$ cat config.mk
export PLATFORM = sky130hd
export DESIGN_NAME = parity_frame_serializer
export DESIGN_NICKNAME = d
export VERILOG_FILES = /design/src/rtl/parity_frame_serializer_pkg.sv /design/src/rtl/parity_frame_serializer.sv
export SDC_FILE = /design/constraint.sdc
export NUM_CORES = 1
export LEC_CHECK = 0
export CORE_MARGIN = 2
export CORE_UTILIZATION = 30
export CTS_BUF_LIST = sky130_fd_sc_hd__clkbuf_16
export DETAILED_ROUTE_END_ITERATION = 6
export GPL_ROUTABILITY_DRIVEN = 0
export PLACE_DENSITY = 0.54
export SLEW_MARGIN = 10
export SYNTH_ARGS = -nofsm -noshare
export SYNTH_HDL_FRONTEND = slang
export SYNTH_SLANG_ARGS = --single-unit
$ cat constraint.sdc
create_clock -name clk -period 2.3 [get_ports clk]
set_input_delay 0.46 -clock clk [delete_from_list [all_inputs] [get_ports clk]]
set_output_delay 0.46 -clock clk [all_outputs]
set_load 0.1 [all_outputs]
$ cat src/rtl/parity_frame_serializer_pkg.sv
`default_nettype none
// ============================================================================
// Module   : parity_frame_serializer_pkg
// Purpose  : Shared state encodings and parity-mode constants for the
//            parity frame serializer and its downstream serial checker.
// Revision : 1.0 - initial release
// ============================================================================
package parity_frame_serializer_pkg;

  // Serializer FSM encoding; 2'b11 is unreachable and recovers to idle.
  typedef enum logic [1:0] {
    S_IDLE   = 2'b00,
    S_SHIFT  = 2'b01,
    S_PARITY = 2'b10
  } state_t;

  // Parity modes: even means the whole frame (data + parity) has an even
  // number of ones, odd means it has an odd number of ones.
  localparam int PAR_EVEN = 0;
  localparam int PAR_ODD  = 1;

endpackage : parity_frame_serializer_pkg
`default_nettype wire

$ cat src/rtl/parity_frame_serializer.sv
`default_nettype none
// ============================================================================
// Module   : parity_frame_serializer
// Purpose  : Accepts a WIDTH-bit word on a load/ready handshake, shifts it out
//            LSB-first one bit per clock and appends a parity bit, forming a
//            WIDTH+1 bit serial frame for the downstream parity checker.
// Revision : 1.0 - initial release
// ============================================================================
module parity_frame_serializer
  import parity_frame_serializer_pkg::*;
#(
  parameter int WIDTH = 8,
  parameter int ODD   = PAR_EVEN
) (
  input  logic             clk,
  input  logic             rst,
  input  logic [WIDTH-1:0] data_in,
  input  logic             load,
  output logic             ready,
  output logic             sout,
  output logic             sout_valid,
  output logic             frame_end
);

  // Counter is wide enough to hold WIDTH itself, so it never wraps in a frame.
  localparam int            CW       = $clog2(WIDTH + 1);
  localparam logic [CW-1:0] CNT_LAST = CW'(WIDTH);
  localparam logic [CW-1:0] CNT_ONE  = CW'(1);
  localparam logic          ODD_BIT  = (ODD != 0);

  if (WIDTH < 2 || WIDTH > 32) begin : g_bad_width
    $error("parity_frame_serializer: WIDTH must be within 2..32");
  end

  state_t           state;
  logic [WIDTH-1:0] sreg;
  logic [CW-1:0]    cnt;
  logic             par;

  // Ready is purely a decode of the idle state so it is high during reset.
  assign ready = (state == S_IDLE);

  // Frame FSM: shift register, bit counter, parity accumulator and the
  // registered serial outputs all advance together in this one block.
  always_ff @(posedge clk or posedge rst) begin
    if (rst) begin
      state      <= S_IDLE;
      sreg       <= '0;
      cnt        <= '0;
      par        <= 1'b0;
      sout       <= 1'b0;
      sout_valid <= 1'b0;
      frame_end  <= 1'b0;
    end else begin
      case (state)
        S_IDLE: begin
          if (load) begin
            // Bit 0 goes straight to the output; the rest waits in sreg.
            sout       <= data_in[0];
            sout_valid <= 1'b1;
            frame_end  <= 1'b0;
            sreg       <= data_in >> 1;
            par        <= ODD_BIT ^ data_in[0];
            cnt        <= CNT_ONE;
            state      <= S_SHIFT;
          end else begin
            sout       <= 1'b0;
            sout_valid <= 1'b0;
            frame_end  <= 1'b0;
          end
        end

        S_SHIFT: begin
          if (cnt != CNT_LAST) begin
            sout <= sreg[0];
            sreg <= sreg >> 1;
            par  <= par ^ sreg[0];
            cnt  <= cnt + CNT_ONE;
          end else begin
            // All data bits are out; par already folds in the mode bit.
            sout      <= par;
            frame_end <= 1'b1;
            state     <= S_PARITY;
          end
        end

        S_PARITY: begin
          sout       <= 1'b0;
          sout_valid <= 1'b0;
          frame_end  <= 1'b0;
          state      <= S_IDLE;
        end

        default: begin
          sout       <= 1'b0;
          sout_valid <= 1'b0;
          frame_end  <= 1'b0;
          state      <= S_IDLE;
        end
      endcase
    end
  end

endmodule : parity_frame_serializer
`default_nettype wire

Yosys cells after proc, flatten, opt, wreduce, memory -nomap -nowiden
Index checks and enable logic that the tools add are counted.
{"block": "totals", "ff_bits": 18, "in_bits": 11, "output_inout_bits": 4}
{"block": "op_classes", "addsub": 1, "eq_ne": 5, "n_mux": 19, "bitwise_logic": 1, "reduce_logical": 4}
{"cell": "$mux W8", "count": 2}
{"cell": "$pmux W8 S2", "count": 1}
{"cell": "$mux W4", "count": 2}
{"cell": "$pmux W4 S2", "count": 1}
{"cell": "$mux W1", "count": 7}
{"cell": "$ne A2 B2 Y1 const B", "count": 3}
{"cell": "$pmux W1 S2", "count": 3}
{"cell": "$add A4 B1 Y4 const B", "count": 1}
{"cell": "$mux W2", "count": 2}
{"cell": "$ne A4 B4 Y1 const B", "count": 1}
{"cell": "$pmux W2 S2", "count": 1}
{"cell": "$reduce_and A3 Y1", "count": 1}
{"cell": "$eq A2 B1 Y1 const B", "count": 1}
{"cell": "$logic_not A2 Y1", "count": 1}
{"cell": "$reduce_and A2 Y1", "count": 1}
{"cell": "$reduce_bool A2 Y1", "count": 1}
{"cell": "$xor A1 B1 Y1", "count": 1}

Depth between registers and ports, before layout
{"block": "logic_depth", "depth_word": 3, "ltp_mapped": 7, "depth_no_buf": 6}

Worst setup path before layout
OpenSTA, ideal clock, no wires.
{"block": "synth_path", "path_type": "reg2reg", "from": "register state[1]", "to": "register sreg[6]", "setup_ps": 64, "t_arrival_ps": 2110, "path_slack_ps": 126, "path_stages_with_launch": 4, "synth_period_minus_slack_ps": 2174, "path_cell_list": "dfrtp_1 > nor2_1 > and2_1 > a22o_2"}
{"block": "synth_via", "elab_chain_cells": 3, "elab_cells_between_ends": 7, "classes_between": "3 x eq/ne; 1 x mux; 3 x reduce/logical"}
{"item": "start, declared", "line_no": "parity_frame_serializer.sv:35", "text": "state_t state;"}
{"item": "start signal, assigned", "line_no": "parity_frame_serializer.sv:47", "text": "state <= S_IDLE;"}
{"item": "start signal, assigned", "line_no": "parity_frame_serializer.sv:65", "text": "state <= S_SHIFT;"}
{"item": "start signal, assigned", "line_no": "parity_frame_serializer.sv:83", "text": "state <= S_PARITY;"}
{"item": "$logic_not A2 Y1 *"}
{"item": "net ready", "line_no": "parity_frame_serializer.sv:19", "text": "output logic ready,"}
{"item": "$ne A2 B2 Y1 (no line) / $reduce_bool A2 Y1 (equally long branches)"}
{"item": "$reduce_and A3 Y1 (no line)"}
{"item": "end signal, assigned", "line_no": "parity_frame_serializer.sv:62", "text": "sreg <= data_in >> 1;"}
{"item": "end signal, assigned", "line_no": "parity_frame_serializer.sv:76", "text": "sreg <= sreg >> 1;"}
{"item": "end, declared", "line_no": "parity_frame_serializer.sv:36", "text": "logic [WIDTH-1:0] sreg;"}
Mark *: on every way through the listed nets, which the timed path passes. The rest lies on a longest branch.
A chain may end at the register's enable or synchronous reset.

Worst setup path in the final report
{"block": "layout_path", "from": "register cnt[0]", "to": "register sreg[5]"}
{"block": "layout_via", "elab_chain_cells": 3}
{"item": "start, declared", "line_no": "parity_frame_serializer.sv:37", "text": "logic [CW-1:0] cnt;"}
{"item": "start signal, assigned", "line_no": "parity_frame_serializer.sv:78", "text": "cnt <= cnt + CNT_ONE;"}
{"item": "$ne A4 B4 Y1", "line_no": "parity_frame_serializer.sv:74", "text": "if (cnt != CNT_LAST) begin"}
{"item": "$ne A2 B2 Y1 (no line)"}
{"item": "$reduce_and A3 Y1 (no line)"}
Every way passes these cells.

==> reports/metrics.cfg <==
[status]
status = finished, final reports clean

[die]
initial_core_util_pct = 31.40
std_cell_rows = 19
ios = 15
fp.dieH_um = 57.49
die_area_mm2 = 0.003305
die_w_um = 57.49
core_area_mm2 = 0.002734

[synthesis]
synth-compound-area-share_pct = 8.892
synth-edff-count = 0
netlist_area_um2 = 858.3
synthCells = 68
synth.avg_cell_area_um2 = 12.62
yosysSeqAreaShare_pct = 49.56
synth_nets = 81
synth_largest_area_cell = dfrtp_1
synthXorXnorAreaFrac_pct = 0
yosys_register_bits = 17
synth_top_family_by_area = multiplexers
yosys.area.top_type_share_pct = 49.56
ys_dominant_reg_cell = dfrtp_1
ys_types = 27
synthSimpleGateAreaFrac_pct = 13.70
synthAdderAreaFrac_pct = 2.915
synthTopCellsByArea = dfrtp_1, mux2_4, mux2_2, ha_1, buf_6
synthMuxAreaShare_pct = 19.53
synth_warnings = 0
synthArstFlopShare_pct = 100.0

[critical_path]
end_kind = register
cp.required_ps = 2430
reg2reg_to = sreg[5]$_DFFE_PP0P_
path_class = reg -> reg
rrSetupSlack_ps = 480
startpoint_type = register
critPathArrivalTime_ps = 1950
rr_startpoint = cnt[0]$_DFFE_PP0P_
rr_worst_depth = 6
critPathMaxFanout = 7

[layout]
mostFrequentLayoutCell = dfrtp_1
area_growth_pct = 26.24
num_antenna_cells = 0
nets = 98
fill_cells = 265
layout_common_cells = dfrtp_1, clkdlybuf4s50_1, mux2_2, mux2_4
drive_gt1_share_pct = 28.57

[grt]
grt_pass1_vias = 576
antenna_found_initial = 0
overflow = 0
track_usage_pct = 10.59
grt_max_degree = 18
grt_pass1_wl_mm = 2.670

[timing]
setup_viol = 0
fin_skew_ps = 3.681
fin_setup_tns_ps = 0
finalHoldViolations = 0
worst_pin_slew_ps = 650.0
layout_setup_ws_ps = 476.8
slew_viol_final = 0
fmax_mhz = 548.5
holdWs_ps = 468.3
period_share_pct = 79.27
relSlewSlack_pct = 56.62
rsz0062_at_grt = false
period_needed_ps = 1823

[routing]
ant_nets = 0
via_per_inst = 4.991
vias = 574
remaining_drc_errors = 0
wl_mm = 1.523
post_drt_wl_per_cell_um = 13.24
drt_iter0_drc = 14
drt-pass1-iter-count = 2

[clocking]
cts_num_sinks = 17
post_cts_resized = 0
clk_latency_ps = 250
root_buffer = clkbuf_16
cts_max_level = 1
cts_tree = yes
path_clk_slew_ps = 50
cts_setup_buffers = 0
cts_buffer_depth = 2
cts_buffers = 3
ctsHoldBuffers = 0

[min_path]
hold_path.class = reg -> reg
hold_depth = 1
hold_end = cnt[3]$_DFFE_PP0P_
hp-start = cnt[3]$_DFFE_PP0P_

[power]
irDropWorstVdd_mv = 0.6535
powerDensity_mw_per_mm2 = 1679
leakage_nw = 0.5374
total_power_mw = 1.819

[placed_design]
port-buffer-count = 14
dp_slack_ps = 398.9
place_hpwl_mm = 1.146

[job]
cap_violations = 0

## worst max-delay path by stage
stage	startpoint	endpoint	slack, ps	cells past startpoint
after floorplan	state[1]$_DFFE_PP0P_	sreg[6]$_DFFE_PP0P_	130	3
after global placement	load	sreg[5]$_DFFE_PP0P_	400	5
after detailed placement	load	sreg[3]$_DFFE_PP0P_	400	5
after CTS	cnt[0]$_DFFE_PP0P_	sreg[5]$_DFFE_PP0P_	460	6
after global routing	cnt[0]$_DFFE_PP0P_	sreg[1]$_DFFE_PP0P_	390	6
final	cnt[0]$_DFFE_PP0P_	sreg[5]$_DFFE_PP0P_	480	6
## final cells by class
type | count | area (um^2) | share of cell area, %
clock buffer | 3 | 75.07 | 6.928
clock inverter | 1 | 3.754 | 0.3464
sequential | 17 | 425.4 | 39.26
timing repair buffer | 14 | 130.1 | 12.01
tap | 31 | 38.79 | 3.580
inverter | 5 | 23.77 | 2.194
multi-input combinational | 44 | 386.6 | 35.68
## report_power, final
| group | switching [mW] | internal (mW) | leakage (nW) |
|---|---|---|---|
| Combinational | 0.521 | 0.415 | 0.282 |
| Sequential | 0.103 | 0.439 | 0.213 |
| Clock | 0.110 | 0.231 | 0.0423 |
| Total | 0.734 | 1.08 | 0.537 |
## cells in the mapped netlist (2+ instances only)
master,count
buf_6,2
dfrtp_1,17
o21ai_0,2
inv_1,4
nand2_1,4
mux2_4,6
nor2_1,5
ha_1,2
a211o_1,2
mux2_2,6
nor3b_1,2
## layer usage
metal	global-route usage [%]	vias to the layer above	routed length, um
met1	13.94	283	729
met4	3.987	0	21
li1	-	279	-
met2	16.23	10	709
met5	0	-	0
met3	3.401	2	62
## critical path: stages (launching register included)
cell      delay, ps
dfrtp_1         410
inv_1            60
ha_1            180
and3b_1         240
a211o_4         410
clkinv_4        110
mux2_4          300
## kinds of logic after synthesis
group                      Yosys count
AOI/OAI and AO/OA                    9
adders and majority gates            2
buffers and inverters                7
DFF                                 17
muxes                               13
and+or+nand+nor                     20
## state kept, by name (all words and copies together) (netlist names)
name,cells
sreg,7
cnt,4
state,2
frame_end,1
par,1
sout,1
sout_valid,1
## stage by stage
stage	cell area, um^2	instances	utilization, %
after floorplan	858.3	68	-
after global placement	1005	111	36.75
after detailed placement	1005	111	36.75
after CTS	1084	115	39.63
after global routing	1084	115	39.63
final	1084	115	39.63
Note: power is estimated with default switching activity, not from simulation.
